`src/rtl/hex_display_queue.sv`:
```
// Queues core write-back bytes and shows each on two seven-segment digits for HOLD_CYCLES cycles.
// Build option: HEX_DISPLAY_QUEUE_LEADING_ZERO_BLANK_EN blanks DIS1 when the high nibble is zero.
//
// state     | meaning
// ----------+-----------------------------------------------------------
// SHOW_IDLE | nothing being timed; pops the FIFO head as soon as one exists
// SHOW_HOLD | a value is on the displays; hold_cnt counts down to 0
module hex_display_queue #(
  parameter int HOLD_CYCLES = 16,
  parameter int DEPTH       = 4,
  parameter int DEPTH_LOG2  = 2
) (
  input  logic                  CLK,
  input  logic                  RST,
  input  logic                  WR_EN,
  input  logic [7:0]            WR_DATA,
  output logic [6:0]            DIS1,
  output logic [6:0]            DIS2,
  output logic [7:0]            VALUE,
  output logic                  BUSY,
  output logic [DEPTH_LOG2:0]   PENDING,
  output logic                  OVF
);

  localparam int CW = $clog2(HOLD_CYCLES) + 1;

  localparam logic [0:0] SHOW_IDLE = 1'b0;
  localparam logic [0:0] SHOW_HOLD = 1'b1;

  localparam logic [CW-1:0]         HOLD_LOAD  = CW'(HOLD_CYCLES - 1);
  localparam logic [DEPTH_LOG2:0]   FULL_LEVEL = (DEPTH_LOG2 + 1)'(DEPTH);
  localparam logic [6:0]            SEG_BLANK  = 7'h7F;

  logic [7:0]            mem [DEPTH];
  logic [DEPTH_LOG2-1:0] wr_ptr;
  logic [DEPTH_LOG2-1:0] rd_ptr;
  logic [DEPTH_LOG2:0]   level;
  logic [CW-1:0]         hold_cnt;
  logic [0:0]            state;
  logic                  ovf_q;
  logic [7:0]            value_q;
  logic [6:0]            dis1_q;
  logic [6:0]            dis2_q;

  logic                  fifo_empty;
  logic                  fifo_full;
  logic                  hold_done;
  logic                  pop;
  logic                  push;
  logic                  drop;
  logic [7:0]            head;
  logic [6:0]            head_hi_seg;
  logic [6:0]            head_lo_seg;

  function automatic logic [6:0] seg7(input logic [3:0] nib);
    logic [6:0] s;
    case (nib)
      4'h0: s = 7'h40;
      4'h1: s = 7'h79;
      4'h2: s = 7'h24;
      4'h3: s = 7'h30;
      4'h4: s = 7'h19;
      4'h5: s = 7'h12;
      4'h6: s = 7'h02;
      4'h7: s = 7'h78;
      4'h8: s = 7'h00;
      4'h9: s = 7'h10;
      4'hA: s = 7'h08;
      4'hB: s = 7'h03;
      4'hC: s = 7'h46;
      4'hD: s = 7'h21;
      4'hE: s = 7'h06;
      default: s = 7'h0E;
    endcase
    return s;
  endfunction

  assign fifo_empty = (level == '0);
  assign fifo_full  = (level == FULL_LEVEL);
  assign hold_done  = (state == SHOW_HOLD) && (hold_cnt == '0);

  // A full FIFO still accepts a write on the edge that frees a slot by popping.
  assign pop  = !fifo_empty && ((state == SHOW_IDLE) || hold_done);
  assign push = WR_EN && (!fifo_full || pop);
  assign drop = WR_EN && fifo_full && !pop;

  assign head        = mem[rd_ptr];
  assign head_lo_seg = seg7(head[3:0]);

`ifdef HEX_DISPLAY_QUEUE_LEADING_ZERO_BLANK_EN
  assign head_hi_seg = (head[7:4] == 4'h0) ? SEG_BLANK : seg7(head[7:4]);
`else
  assign head_hi_seg = seg7(head[7:4]);
`endif

  // Storage array carries no reset; only the pointers and level define validity.
  always_ff @(posedge CLK) begin
    if (push) begin
      mem[wr_ptr] <= WR_DATA;
    end
  end

  always_ff @(posedge CLK or posedge RST) begin
    if (RST) begin
      wr_ptr <= '0;
      rd_ptr <= '0;
      level  <= '0;
      ovf_q  <= 1'b0;
    end else begin
      if (push) begin
        wr_ptr <= wr_ptr + DEPTH_LOG2'(1);
      end
      if (pop) begin
        rd_ptr <= rd_ptr + DEPTH_LOG2'(1);
      end
      case ({push, pop})
        2'b10:   level <= level + (DEPTH_LOG2 + 1)'(1);
        2'b01:   level <= level - (DEPTH_LOG2 + 1)'(1);
        default: level <= level;
      endcase
      if (drop) begin
        ovf_q <= 1'b1;
      end
    end
  end

  always_ff @(posedge CLK or posedge RST) begin
    if (RST) begin
      state    <= SHOW_IDLE;
      hold_cnt <= '0;
      value_q  <= '0;
      dis1_q   <= SEG_BLANK;
      dis2_q   <= SEG_BLANK;
    end else begin
      if (pop) begin
        value_q  <= head;
        dis1_q   <= head_hi_seg;
        dis2_q   <= head_lo_seg;
        hold_cnt <= HOLD_LOAD;
        state    <= SHOW_HOLD;
      end else begin
        case (state)
          SHOW_HOLD: begin
            if (hold_cnt != '0) begin
              hold_cnt <= hold_cnt - CW'(1);
            end else begin
              state <= SHOW_IDLE;
            end
          end
          default: begin
            state    <= SHOW_IDLE;
            hold_cnt <= '0;
          end
        endcase
      end
    end
  end

  assign DIS1    = dis1_q;
  assign DIS2    = dis2_q;
  assign VALUE   = value_q;
  assign BUSY    = (state == SHOW_HOLD);
  assign PENDING = level;
  assign OVF     = ovf_q;

endmodule

```
`config.mk`:
```
export PLATFORM = sky130hd
export DESIGN_NAME = hex_display_queue
export DESIGN_NICKNAME = d
export VERILOG_FILES = /design/src/rtl/hex_display_queue.sv
export SDC_FILE = /design/constraint.sdc
export NUM_CORES = 1
export LEC_CHECK = 0
export CAP_MARGIN = 20
export CORE_MARGIN = 2
export CORE_UTILIZATION = 55
export CTS_CLUSTER_SIZE = 14
export DETAILED_ROUTE_END_ITERATION = 8
export GPL_TIMING_DRIVEN = 0
export PLACE_DENSITY = 0.79
export SYNTH_ARGS = -nofsm -noshare
export SYNTH_HDL_FRONTEND = slang
export SYNTH_SLANG_ARGS = --single-unit
```
`constraint.sdc`:
```
create_clock -name CLK -period 4.3 [get_ports CLK]
set_input_delay 0.645 -clock CLK [delete_from_list [all_inputs] [get_ports CLK]]
set_output_delay 0.645 -clock CLK [all_outputs]
set_load 0.005 [all_outputs]
```
# ---- Word-level counts from Yosys, hierarchy flattened
# Memories as Yosys holds them, arrays and structs flattened. A register that Yosys moved wholly into a read port is not among the register bits.
# Index checks and enable logic that the tools add are counted.
dict set report totals {
  regBits 22
  latchBits 0
  mem_bits_rw 32
  mem_bits_ro 224
  output_inout_bits 27
  word_cells 43
  memories 3
}
# name depth word_bits read_ports rd_ports_with_merged_regs wr line_no
set mem_list {}
lappend mem_list {{(name not given)} 16 7 1 1 0 57} ;# case (nib)
lappend mem_list {{(name not given)} 16 7 1 1 0 57}
lappend mem_list {mem 4 8 1 0 1 34} ;# logic [7:0] mem [DEPTH];
dict set report op_classes {
  addsub 5
  mul 0
  n_div 0
  n_lt_le_gt_ge 0
  eq_ne 4
  shift 0
  n_mux 9
  bitwise_logic 1
  n_reduce_logical 14
}
# operator count
set ops {}
lappend ops {{5-bit two-way mux} 3}
lappend ops {{3-bit case mux with 2 select lines} 1}
lappend ops {{1-bit logical AND} 5}
lappend ops {{5-bit zero test} 1}
lappend ops {{1-bit two-way mux} 5}
lappend ops {{5-bit nonzero test} 1}
lappend ops {{5-bit by 1-bit subtractor with 5-bit output (second input constant)} 1}
lappend ops {{2-bit by 1-bit adder with 2-bit output (second input constant)} 2}
lappend ops {{3-bit by 1-bit adder with 3-bit output (second input constant)} 1}
lappend ops {{3-bit == test (second input constant)} 1}
lappend ops {{1-bit zero test} 3}
lappend ops {{3-bit zero test} 1}
lappend ops {{3-bit by 1-bit != test with 1-bit output (second input constant)} 1}
lappend ops {{3-bit by 1-bit subtractor with 3-bit output (second input constant)} 1}
lappend ops {{2-bit by 1-bit == test with 1-bit output (second input constant)} 1}
lappend ops {{2-bit == test (second input constant)} 1}
lappend ops {{1-bit logical OR} 2}
lappend ops {{2-bit nonzero test} 1}
lappend ops {{1-bit inverter} 1}

# ---- Longest topological paths before layout
dict set report logic_depth {
  ltp_word 8
  mapped_depth 13
}

# ---- Worst setup path after synthesis
# No wires, ideal clock.
dict set report synth_path {
  kind {reg2reg}
  start {register hold_cnt[0]}
  end {register level[2], in the netlist PENDING[2]}
  setup_time_ns 0.079
  t_arrival_ns 2.542
  t_required_ns 4.221
  path_slack_ns 1.679
  stages_incl_launch_ff 13
  path_buffers 1
  period_less_slack_ns 2.621
  cell_sequence {dfrtp_1 -> inv_1 -> ha_1 -> or4b_4 -> a21o_1 -> clkinv_1 -> buf_2 -> ha_1 -> inv_1 -> fa_1 -> xor2_1 -> nor2_1 -> xor2_1}
}
dict set report synth_via {
  elab_chain_cells 8
}
# element line_no
set synth_rtl {}
lappend synth_rtl {{start, declared} 38} ;# logic [CW-1:0] hold_cnt;
lappend synth_rtl {{start signal, assigned} 145} ;# hold_cnt <= hold_cnt - CW'(1);
lappend synth_rtl {{5-bit zero test (*)} 80} ;# assign hold_done = (state == SHOW_HOLD) && (hold_cnt == '0);
lappend synth_rtl {{1-bit logical AND (*)} 80}
lappend synth_rtl {{1-bit logical OR (*)} 83} ;# assign pop = !fifo_empty && ((state == SHOW_IDLE) || hold_done);
lappend synth_rtl {{1-bit logical AND (*)} 83}
lappend synth_rtl {{via pop} 48} ;# logic pop;
lappend synth_rtl {{1-bit logical OR} 84} ;# assign push = WR_EN && (!fifo_full || pop);
lappend synth_rtl {{1-bit logical AND} 84}
lappend synth_rtl {{2-bit by 1-bit == test with 1-bit output or 2-bit == test (tied branches)} 116} ;# case ({push, pop})
lappend synth_rtl {{3-bit case mux with 2 select lines or 2-bit nonzero test (tied branches)} --}
lappend synth_rtl {{end signal, assigned} 117} ;# 2'b10: level <= level + (DEPTH_LOG2 + 1)'(1);
lappend synth_rtl {{end signal, assigned} 118} ;# 2'b01: level <= level - (DEPTH_LOG2 + 1)'(1);
lappend synth_rtl {{end signal, assigned} 119} ;# default: level <= level;
lappend synth_rtl {{end, declared} 37} ;# logic [DEPTH_LOG2:0] level;
# Mark *: on every way through the listed nets, which the timed path passes. The rest lies on a longest branch.
# A chain may end at the register's enable or synchronous reset.

# ---- Final worst setup path
# Ends and elaborated chain as after synthesis.

==> summary.md <==
| Metric | Value |
|---|---|
| Status | `finished, final reports clean` |
| Top cells by area in the synthesized netlist | `sky130_fd_sc_hd__edfxtp_1, sky130_fd_sc_hd__dfrtp_1, sky130_fd_sc_hd__dfstp_2` |
| Total setup buffers inserted after CTS | `0` |
| Residual overflow from global routing | `0` |
| Clock sink count | `68` |
| Worst setup startpoint | `hold_cnt[0]` |
| Clock skew | `0.00862 ns` |
| Placement Rows | `28` |
| Clock tree from TritonCTS | `yes` |
| Ratio of total power to cell area | `738 nW/um2` |
| Initial antenna violation count | `0` |
| Setup slack of the worst register-to-register path | `1.33 ns` |
| Total of flip-flops plus latches after synthesis | `68` |
| Top FF cell, synth | `sky130_fd_sc_hd__edfxtp_1` |
| Max transition margin | `approximately 53%` |
| Async set-or-reset flop fraction in the synthesized netlist | `52.9%` |
| Top cell type's share of synthesized area | `29.3%` |
| Highest-count cells in the layout ignoring fill and taps | `sky130_fd_sc_hd__clkdlybuf4s50_1, sky130_fd_sc_hd__edfxtp_1, sky130_fd_sc_hd__nand2_1` |
| Largest net degree at the start of global routing | `22` |
| H-tree depth | `3` |
| Iteration-0 DRC count of the detailed router | `90` |
| Maximum clock frequency | `0.336 GHz` |
| Top-level port count | `38` |
| Proportion of synthesized chip area in sequential cells | `57.3%` |
| Wire length of the first global-routing pass | `9180 um` |
| Worst Path Class, Setup | `flop to flop` |
| Capturing element type of the critical path | `flop` |
| Final setup margin | `1.33 ns` |
| Number of cells upsized or downsized after cts | `0` |
| Data required time at the worst endpoint | `4.57 ns` |
| Total core area | `5850 um2` |
| LEAKAGE | `1.63 nW` |
| Final net count | `326` |
| Drt wl/cell | `between 10 and 15 um` |
| Fin crit period | `2.97 ns` |
| Final setup violating endpoints | `0` |
| Residual antenna-violating net count after detailed routing | `0` |
| Setup Slack @ Placement | `1.36 ns` |
| Warnings, synthesis | `0` |
| Die ar. | `6590 um2` |
| Worst hold path stage count | `2` |
| Mapped Avg Cell Area | `13.3 um2` |
| Via count of the first global-routing pass | `1949` |
| Dominant cell type by area after synthesis | `sky130_fd_sc_hd__edfxtp_1` |
| Quantity of I/O buffers inserted on ports | `37` |
| Area growth syn-to-layout | `21.3%` |
| Classification of the worst-slack hold path | `flop to flop` |
| Final RePlAce weighted congestion | `0.791` |
| Maximum fanout count along the critical path | `10` |
| Cells after Synth | `between 200 and 250` |
| Post-Syn Nets | `277` |
| Clock Path Buffers | `2` |
| Clk slew on worst S/H paths | `0.08 ns` |
| Final count of pins violating max slew | `0` |
| HPWL Detailed | `3990 um` |
| Startpoint types | `flop` |
| Min-Delay Startpoint | `DIS1[3]` |
| Clock latency of the later-clocked register in the worst-skew pair | `0.34 ns` |
| Number of diodes added for antenna fixing | `0` |
| Tightest Pin Transition | `0.711 ns` |
| Final sum of negative setup slack | `0 ns` |
| Total CTS buffers | `9` |
| Unrepaired setup endpoints after global routing | `no` |
| Number of hold violations in the final report | `0` |
| Period utilization | `a little under 70%` |
| FF-to-FF Start | `hold_cnt[0]` |
| Routed wire length | `5600 um` |
| Most common library cell in the layout ignoring fill and taps | `sky130_fd_sc_hd__clkdlybuf4s50_1` |
| Endpoint of the most critical register-to-register path | `PENDING[2]` |
| Overall die width | `81.2 um` |
| Number of enable flip-flop cells after synthesis | `32` |
| Maximum ir drop on the vdd rail | `~0.38 mV` |
| End point of the most critical hold path | `DIS1[3]` |
| Arrival time of data at the critical path endpoint | `3.24 ns` |
| Number of fillers in the final layout | `433` |
| Total standard cell area after synthesis | `3280 um2` |
| Count of hold-fix buffers inserted at cts | `0` |
| Chip height | `approximately 80 um` |
| Starting density of the core | `56.0%` |
| Proportion of layout cells with a drive suffix above 1 | `approximately 18%` |
| # DRC | `0` |
| Via-to-Cell Ratio | `5.29` |
| DR pass1 iterations | `4` |
| Max cap viols | `0` |
| Clock Root Buffer | `sky130_fd_sc_hd__clkbuf_8` |
| Netlist cell types | `51` |
| Total routing usage reported by global routing | `19.2%` |
| Worst Reg-to-Reg Cells | `12` |
| Detailed-route via count | `1983` |
==> cells in the mapped netlist, types with 3 or more instances <==
cell / instances
sky130_fd_sc_hd__o21a_1: 3
sky130_fd_sc_hd__a31oi_1: 3
sky130_fd_sc_hd__nor3_1: 5
sky130_fd_sc_hd__mux4_1: 4
sky130_fd_sc_hd__nand2_1: 25
sky130_fd_sc_hd__and2_1: 6
sky130_fd_sc_hd__edfxtp_1: 32
sky130_fd_sc_hd__a21oi_1: 7
sky130_fd_sc_hd__mux4_2: 5
sky130_fd_sc_hd__ha_1: 19
sky130_fd_sc_hd__xnor2_1: 7
sky130_fd_sc_hd__inv_1: 22
sky130_fd_sc_hd__dfrtp_1: 22
sky130_fd_sc_hd__buf_6: 4
sky130_fd_sc_hd__nor2_1: 11
sky130_fd_sc_hd__buf_2: 4
sky130_fd_sc_hd__mux2i_1: 5
sky130_fd_sc_hd__dfstp_2: 14
sky130_fd_sc_hd__o21ai_0: 8
==> sequential cells by signal, indices dropped and copies added (netlist names) <==
signal and flops:
mem 32, VALUE 8, PENDING 3, rd_ptr 2, DIS1 7, DIS2 7
BUSY 1, wr_ptr 2, OVF 1, hold_cnt 5
==> routing by layer <==
metal	global-route usage, %	wire length, um	up-vias
met2	30.0	2690	43
met1	24.9	2500	949
met5	0	0	-
li1	-	-	976
met3	4.56	243	15
met4	10.2	164	0
==> worst max path at each step <==
stage	to	slack (ns)	cells past startpoint
2_1_floorplan	PENDING[2]	1.68	12
3_3_place_gp	PENDING[2]	1.40	12
3_5_place_dp	PENDING[2]	1.36	12
4_1_cts	PENDING[2]	1.32	12
5_1_grt	PENDING[2]	1.19	12
6_report	PENDING[2]	1.33	12
==> layout make-up <==
| type | instances | area (um2) | area share, % |
|---|---|---|---|
| Inverter | 23 | 86.3 | 2.17 |
| Clock inverter | 7 | 83.8 | 2.11 |
| Clock buffer | 9 | 124 | 3.11 |
| Timing Repair Buffer | 38 | 398 | 10.0 |
| Multi-Input combinational cell | 145 | 1240 | 31.1 |
| Sequential cell | 68 | 1880 | 47.2 |
| Buffer | 10 | 76.3 | 1.92 |
| Tap cell | 75 | 93.8 | 2.36 |
==> power breakdown <==
group          leakage (nW)  switching (mW)  internal (mW)
clock                 0.102           0.267          0.278
combinational         0.832           0.624          0.683
sequential            0.695           0.124          0.960
==> through the flow <==
step | cells | util, % | total power, mW | hold WS [ns] | area (um2)
CTS | 375 | 68.0 | 2.97 | 0.461 | 3980
detailed placement | 359 | 64.4 | 2.42 | 0.449 | 3770
floorplan | 246 | - | 1.96 | 0.448 | 3280
global route | 375 | 68.0 | 3.15 | 0.484 | 3980
global placement | 358 | 64.0 | 2.36 | 0.448 | 3740
finish | 375 | 68.0 | 2.94 | 0.459 | 3980
==> cells by family after synthesis <==
kind of cell	synth area share, %
compound gates	8.82
xor+xnor	2.40
fa+ha+maj	7.86
buf+inv	4.96
flops	57.3
mux	9.77
simple gates	8.86
==> worst max-delay path: stages (launching register included) <==
cell and delay (ns):
sky130_fd_sc_hd__dfrtp_1 0.41, sky130_fd_sc_hd__inv_1 0.09, sky130_fd_sc_hd__ha_1 0.13, sky130_fd_sc_hd__or4b_4 0.48, sky130_fd_sc_hd__a21o_1 0.21, sky130_fd_sc_hd__clkinv_1 0.17
sky130_fd_sc_hd__buf_2 0.31, sky130_fd_sc_hd__ha_1 0.23, sky130_fd_sc_hd__inv_1 0.06, sky130_fd_sc_hd__fa_1 0.38, sky130_fd_sc_hd__xor2_1 0.15, sky130_fd_sc_hd__nor2_1 0.11
sky130_fd_sc_hd__xor2_1 0.16
Note: power is estimated with default switching activity, not from simulation.
